==> src/rtl/audio_pkg.sv <==
// Shared types and constants for the audio frame windower: sample type,
// frame length, the Q1.15 Hann table and the streaming FSM states.
package audio_pkg;

    typedef logic signed [17:0] sample_t;

    localparam int FRAME_LEN = 16;

    // round(32767 * 0.5 * (1 - cos(2*pi*n/15))); symmetric, zero at both ends
    localparam logic [15:0] HANN_Q15 [0:15] = '{
        16'd0,     16'd1416,  16'd5421,  16'd11321,
        16'd18096, 16'd24575, 16'd29638, 16'd32409,
        16'd32409, 16'd29638, 16'd24575, 16'd18096,
        16'd11321, 16'd5421,  16'd1416,  16'd0
    };

    typedef enum logic {
        IDLE   = 1'b0,
        STREAM = 1'b1
    } state_e;

    function automatic logic [15:0] hann_coef(input logic [3:0] idx);
        return HANN_Q15[idx];
    endfunction

endpackage

==> src/rtl/audio_frame_windower_mul.sv <==
// Combinational signed 18-bit sample times unsigned Q1.15 coefficient,
// rounded half-up and truncated back to 18 bits.
module q15_window_mul
    import audio_pkg::*;
(
    input  sample_t     sample_i,
    input  logic [15:0] coef_i,
    output sample_t     result_o
);

    logic signed [34:0] sample_ext;
    logic signed [34:0] coef_ext;
    logic signed [34:0] prod;
    logic signed [34:0] sum;

    assign sample_ext = {{17{sample_i[17]}}, sample_i};
    assign coef_ext   = $signed({19'd0, coef_i});
    assign prod       = sample_ext * coef_ext;
    assign sum        = prod + 35'sd16384;
    // Coefficients stay below 1.0, so the shifted value always fits 18 bits
    assign result_o   = 18'(sum >>> 15);

endmodule

==> src/rtl/audio_frame_windower.sv <==
// Captures a 16-tap sample window every HOP strobes and streams it,
// optionally Hann-windowed, over valid/ready; frames arriving mid-stream drop.
module audio_frame_windower
    import audio_pkg::*;
#(
    parameter int HOP       = 8,
    parameter int WINDOW_EN = 1
) (
    input  logic        clk,
    input  logic        reset,
    input  logic        new_t,
    input  sample_t     t0,
    input  sample_t     t1,
    input  sample_t     t2,
    input  sample_t     t3,
    input  sample_t     t4,
    input  sample_t     t5,
    input  sample_t     t6,
    input  sample_t     t7,
    input  sample_t     t8,
    input  sample_t     t9,
    input  sample_t     t10,
    input  sample_t     t11,
    input  sample_t     t12,
    input  sample_t     t13,
    input  sample_t     t14,
    input  sample_t     t15,
    output sample_t     s_data,
    output logic [3:0]  s_idx,
    output logic        s_last,
    output logic        s_valid,
    input  logic        s_ready,
    output logic        busy,
    output logic        overrun
);

    // Handshake: a word transfers in any cycle where s_valid && s_ready are
    // both high at the rising edge; while stalled the word is held unchanged.

    state_e      state_q;
    logic [3:0]  hop_cnt_q;
    logic [4:0]  rd_idx_q;
    sample_t     snap_q [FRAME_LEN];
    sample_t     s_data_q;
    logic [3:0]  s_idx_q;
    logic        s_last_q;
    logic        s_valid_q;
    logic        overrun_q;

    sample_t     taps [FRAME_LEN];
    logic        capture;
    logic        last_hs;
    logic        load;
    logic [3:0]  rd_ptr;
    sample_t     win_out;
    sample_t     s_data_d;

    always_comb begin
        taps[0]  = t0;
        taps[1]  = t1;
        taps[2]  = t2;
        taps[3]  = t3;
        taps[4]  = t4;
        taps[5]  = t5;
        taps[6]  = t6;
        taps[7]  = t7;
        taps[8]  = t8;
        taps[9]  = t9;
        taps[10] = t10;
        taps[11] = t11;
        taps[12] = t12;
        taps[13] = t13;
        taps[14] = t14;
        taps[15] = t15;
    end

    assign capture = new_t && (hop_cnt_q == 4'(HOP - 1));
    assign last_hs = s_valid_q && s_ready && s_last_q;
    // rd_idx_q[4] marks that all sixteen words have already been loaded
    assign load    = (state_q == STREAM) && !rd_idx_q[4] && (!s_valid_q || s_ready);
    assign rd_ptr  = rd_idx_q[3:0];

    q15_window_mul u_mul (
        .sample_i (snap_q[rd_ptr]),
        .coef_i   (hann_coef(rd_ptr)),
        .result_o (win_out)
    );

    assign s_data_d = (WINDOW_EN != 0) ? win_out : snap_q[rd_ptr];

    always_ff @(posedge clk) begin
        if (reset) begin
            state_q   <= IDLE;
            hop_cnt_q <= '0;
            rd_idx_q  <= '0;
            s_data_q  <= '0;
            s_idx_q   <= '0;
            s_last_q  <= 1'b0;
            s_valid_q <= 1'b0;
            overrun_q <= 1'b0;
            for (int i = 0; i < FRAME_LEN; i++) snap_q[i] <= '0;
        end else begin
            if (new_t) hop_cnt_q <= capture ? 4'd0 : hop_cnt_q + 4'd1;

            if (load) begin
                s_data_q  <= s_data_d;
                s_idx_q   <= rd_ptr;
                s_last_q  <= (rd_ptr == 4'd15);
                s_valid_q <= 1'b1;
                rd_idx_q  <= rd_idx_q + 5'd1;
            end else if (s_ready) begin
                s_valid_q <= 1'b0;
            end

            case (state_q)
                IDLE: begin
                    if (capture) begin
                        for (int i = 0; i < FRAME_LEN; i++) snap_q[i] <= taps[FRAME_LEN-1-i];
                        rd_idx_q <= '0;
                        state_q  <= STREAM;
                    end
                end
                STREAM: begin
                    if (last_hs) begin
                        // A capture coinciding with the final handshake starts the next frame
                        if (capture) begin
                            for (int i = 0; i < FRAME_LEN; i++) snap_q[i] <= taps[FRAME_LEN-1-i];
                            rd_idx_q <= '0;
                        end else begin
                            state_q <= IDLE;
                        end
                    end else if (capture) begin
                        overrun_q <= 1'b1;
                    end
                end
                default: state_q <= IDLE;
            endcase
        end
    end

    assign s_data  = s_data_q;
    assign s_idx   = s_idx_q;
    assign s_last  = s_last_q;
    assign s_valid = s_valid_q;
    assign overrun = overrun_q;
    assign busy    = (state_q == STREAM) || s_valid_q;

endmodule

==> config.mk <==
export PLATFORM = sky130hd
export DESIGN_NAME = audio_frame_windower
export DESIGN_NICKNAME = d
export VERILOG_FILES = /design/src/rtl/audio_pkg.sv /design/src/rtl/audio_frame_windower_mul.sv /design/src/rtl/audio_frame_windower.sv
export SDC_FILE = /design/constraint.sdc
export NUM_CORES = 1
export LEC_CHECK = 0
export CORE_MARGIN = 4
export CORE_UTILIZATION = 35
export CTS_CLUSTER_SIZE = 12
export DETAILED_ROUTE_END_ITERATION = 7
export SETUP_SLACK_MARGIN = 0.4
export SLEW_MARGIN = 20
export SYNTH_ARGS = -nofsm -noshare
export SYNTH_HDL_FRONTEND = slang
export SYNTH_SLANG_ARGS = --single-unit
==> constraint.sdc <==
create_clock -name clk -period 8.2 [get_ports clk]
set_clock_uncertainty 0.05 [all_clocks]
set_input_delay 0.82 -clock clk [delete_from_list [all_inputs] [get_ports clk]]
set_output_delay 0.82 -clock clk [all_outputs]
set_load 0.03 [all_outputs]
==> metrics.md <==
| Metric | Value |
|---|---|
| Part of the cycle the worst path needs | `91.9%` |
| Number of global-route vias before repair | `18500` |
| Pwr/cell area | `119 nW/um^2` |
| Worst setup path startpoint | `rd_idx_q[0]` |
| P&R area growth vs syn | `24.8%` |
| Maximum frequency from static timing analysis | `133 MHz` |
| Top area cells in the synthesized netlist | `edfxtp_1 (35%), fa_1 (21%), and2_1 (7.1%), inv_1 (5.6%), ha_1 (5.3%)` |
| Routability congestion estimate from global placement | `0.879` |
| Setup TNS | `0 ns` |
| Residual overflow from global routing | `0` |
| Slack of the worst reg-to-reg path | `0.66 ns` |
| Gate Count Post-Synth | `2205` |
| TritonCTS clock tree | `built` |
| Sort of element at the end of the critical path | `register` |
| Wirelength per Cell | `20.5 um` |
| Max Buffers Root-to-Sink | `3` |
| Total CTS buffers | `35` |
| PnR Total Power | `0.00367 W` |
| Type of element launching the critical path | `register` |
| Die W | `274 um` |
| Cell type with the highest aggregate area in the netlist | `edfxtp_1` |
| Clock Tree Root | `clkbuf_16` |
| Number of antenna violations at the first check in global routing | `0` |
| Critical path data required time | `8.57 ns` |
| Via density per instance | `4.89` |
| Count of port buffers added during placement | `317` |
| Critical path class | `reg2reg` |
| Number of nets with antenna violations after routing | `0` |
| Number of distinct library cells after synthesis | `58` |
| Max-cap viol count | `0` |
| DRC violation count after routing | `0` |
| Fraction of final layout cells sized beyond drive strength 1 | `10.5%` |
| Row count | `97` |
| Fin crit period | `7.54 ns` |
| Synth async-reset ratio | `0%` |
| Number of optimization iterations in the first detailed-route pass | `5` |
| Normalized max-slew margin | `28.0%` |
| Peak ir drop on the vdd network | `130 uV` |
| Die extent in y | `274 um` |
| Inserted Diodes | `0` |
| Average cell area after synthesis | `11.2 um^2` |
| Share of Yosys cell area claimed by the top area cell type | `35.0%` |
| Dominant synthesized flop cell | `edfxtp_1` |
| Number of nets at the end of the flow | `3209` |
| Number of synthesized register bits | `323` |
| Clock net sink count | `323` |
| Number of hold violations in the final report | `0` |
| Synth warn | `0` |
| Mapped cell area | `24700 um^2` |
| Pin slew with the least headroom to its limit | `1.07 ns` |
| Sequential-to-total area share from yosys stat | `37.8%` |
| Final routed wirelength across all metal layers | `71900 um` |
| Post-synth net total | `2865` |
| Total number of vias | `17200` |
| Critical hold path startpoint | `s_data[11]` |
| Post-synth EDFFs | `288` |
| CTS hold repair buffers | `0` |
| Origin of the critical flop-to-flop path | `rd_idx_q[0]` |
| Post-CTS clock slew at the launch and capture registers of the worst setup and hold paths | `0.06 ns` |
| Overall fraction of global-route tracks in use | `19.0%` |
| Final HPWL DP | `58100 um` |
| Number of max-slew violations in the final report | `0` |
| Hold Path Stages | `2` |
| Largest net degree at the start of global routing | `97` |
| Post-layout util | `44.1%` |
| HP Class | `reg2reg` |
| Floorplan Core Area | `70000 um^2` |
| Worst reg2reg path depth | `27` |
| Global-route wire length before repair | `109000 um` |
| Full die area | `75000 um^2` |
| Highest net fanout along the worst path | `11` |
| Leakage power figure | `12.9 nW` |
| Initial drt markers | `1219` |
| Number of failing setup endpoints in the final timing report | `0` |
| I/O Pins | `318` |
| Insertion delay to the later sink of the worst-skew pair | `0.54 ns` |
| Initial standard-cell utilization of the core | `35.3%` |
| Number of levels the H-tree was split into | `2` |
| RSZ-0062 raised after global routing | `yes` |
| Signal arrival time at the worst endpoint | `7.91 ns` |
| Run status | `finished clean` |
| FILL cells | `6509` |
-- cell usage after synthesis (10+ instances only) --
cell,n
dfxtp_1,35
buf_2,10
o21ai_1,14
xnor2_1,16
a21oi_1,84
edfxtp_1,288
o22ai_1,14
clkbuf_1,90
and2_1,279
buf_1,10
nor3_1,32
mux4_2,48
nor2b_1,113
o221ai_1,15
xor2_1,13
mux2_2,14
and3_1,11
nor2_1,38
ha_1,104
nand3_1,11
a21o_1,17
inv_1,371
fa_1,264
mux2i_1,48
nand2_1,178
o21ai_0,25
-- cell usage in the layout (no fill, tap or decap), types with 21 or more instances in the layout --
master           netlist  routed
ha_1                 104     102
inv_1                371     368
fa_1                 264     262
o21ai_0               25      21
buf_4                  1      89
mux2i_1               48      47
nor3_1                32      28
nor2_1                38      32
nand2_1              178     177
clkbuf_16              0      35
clkdlybuf4s50_1        0     316
nor2b_1              113     113
dfxtp_1               35      32
edfxtp_1             288     288
mux4_2                48      48
and2_1               279     278
a21oi_1               84      74
-- report_power, final --
group	switching, W	leakage [nW]	internal, W
sequential	0.0000243	3.18	0.00187
clock	0.000652	0.508	0.000824
combinational	0.000129	9.19	0.000173
-- cell families after synthesis --
family	count (synthesis)	share of synthesized area [%]
xor+xnor	29	1.03
mux	110	6.95
simple gates	687	15.1
fa+ha+maj	368	26.6
flops	323	37.8
compound gates	204	5.13
buf+inv	484	7.44
-- area by class of cell --
type,count,area [um^2],area share [%]
clock inverters,14,151,0.490
inverters,372,1400,4.53
multi-input cells,1400,13900,44.9
well taps,940,1180,3.81
flip-flops and latches,323,9360,30.3
repair buffers,417,4030,13.1
clock buffers,43,906,2.93
-- per-layer routing --
layer,track usage (%),vias up,wire length (um)
met2,33.6,586,35800
met4,5.35,0,2740
met1,24.5,8612,29300
met5,0,-,0
met3,2.35,107,4100
li1,-,7854,-
-- sequential cells by signal, indices dropped and copies added, names as in the netlist --
signal,count
s_valid,1
state_q,1
overrun,1
s_idx,4
s_last,1
s_data,18
snap_q,288
hop_cnt_q,4
rd_idx_q,5
-- repair_timing --
item                                    in CTS  in global routing
gates resized for setup                      2                 59
pin swaps                                    0                  7
gates cloned                                 0                  2
buffers inserted                             3                 20
endpoints found under the setup margin       7                 15
-- final timing paths --
check	to
hold reg to reg	s_data[11]
setup / recovery	s_data[13]
hold / removal	s_data[11]
setup reg to reg	s_data[13]
-- stage by stage --
step                      area (um^2)  worst slack (ns)  hold slack (ns)  std cells
after floorplan                 24700             0.640            0.390       2205
after global placement          29300             0.283            0.398       3427
after detailed placement        29300             0.316            0.406       3427
after CTS                       30400             0.474            0.421       3487
after global routing            30900             0.363            0.436       3509
final                           30900             0.660            0.415       3509
-- critical path: stages (launching register included) --
cell and delay (ns):
dfxtp_4 0.47, buf_12 0.17, buf_12 0.12, mux4_2 0.58, o22ai_2 0.18, nor2_1 0.07, buf_4 0.19, and2_1 0.17
fa_1 0.55, inv_1 0.06, fa_1 0.50, fa_1 0.52, inv_1 0.06, fa_1 0.49, fa_1 0.50, inv_1 0.05
fa_1 0.47, inv_1 0.04, ha_1 0.32, and2_1 0.23, and3_1 0.20, a221o_1 0.35, a41oi_4 0.32, o2111ai_1 0.15
and2_4 0.19, a31oi_2 0.18, xor2_1 0.16, o21ai_1 0.07
No activity file was read; power rests on OpenSTA's default activity.
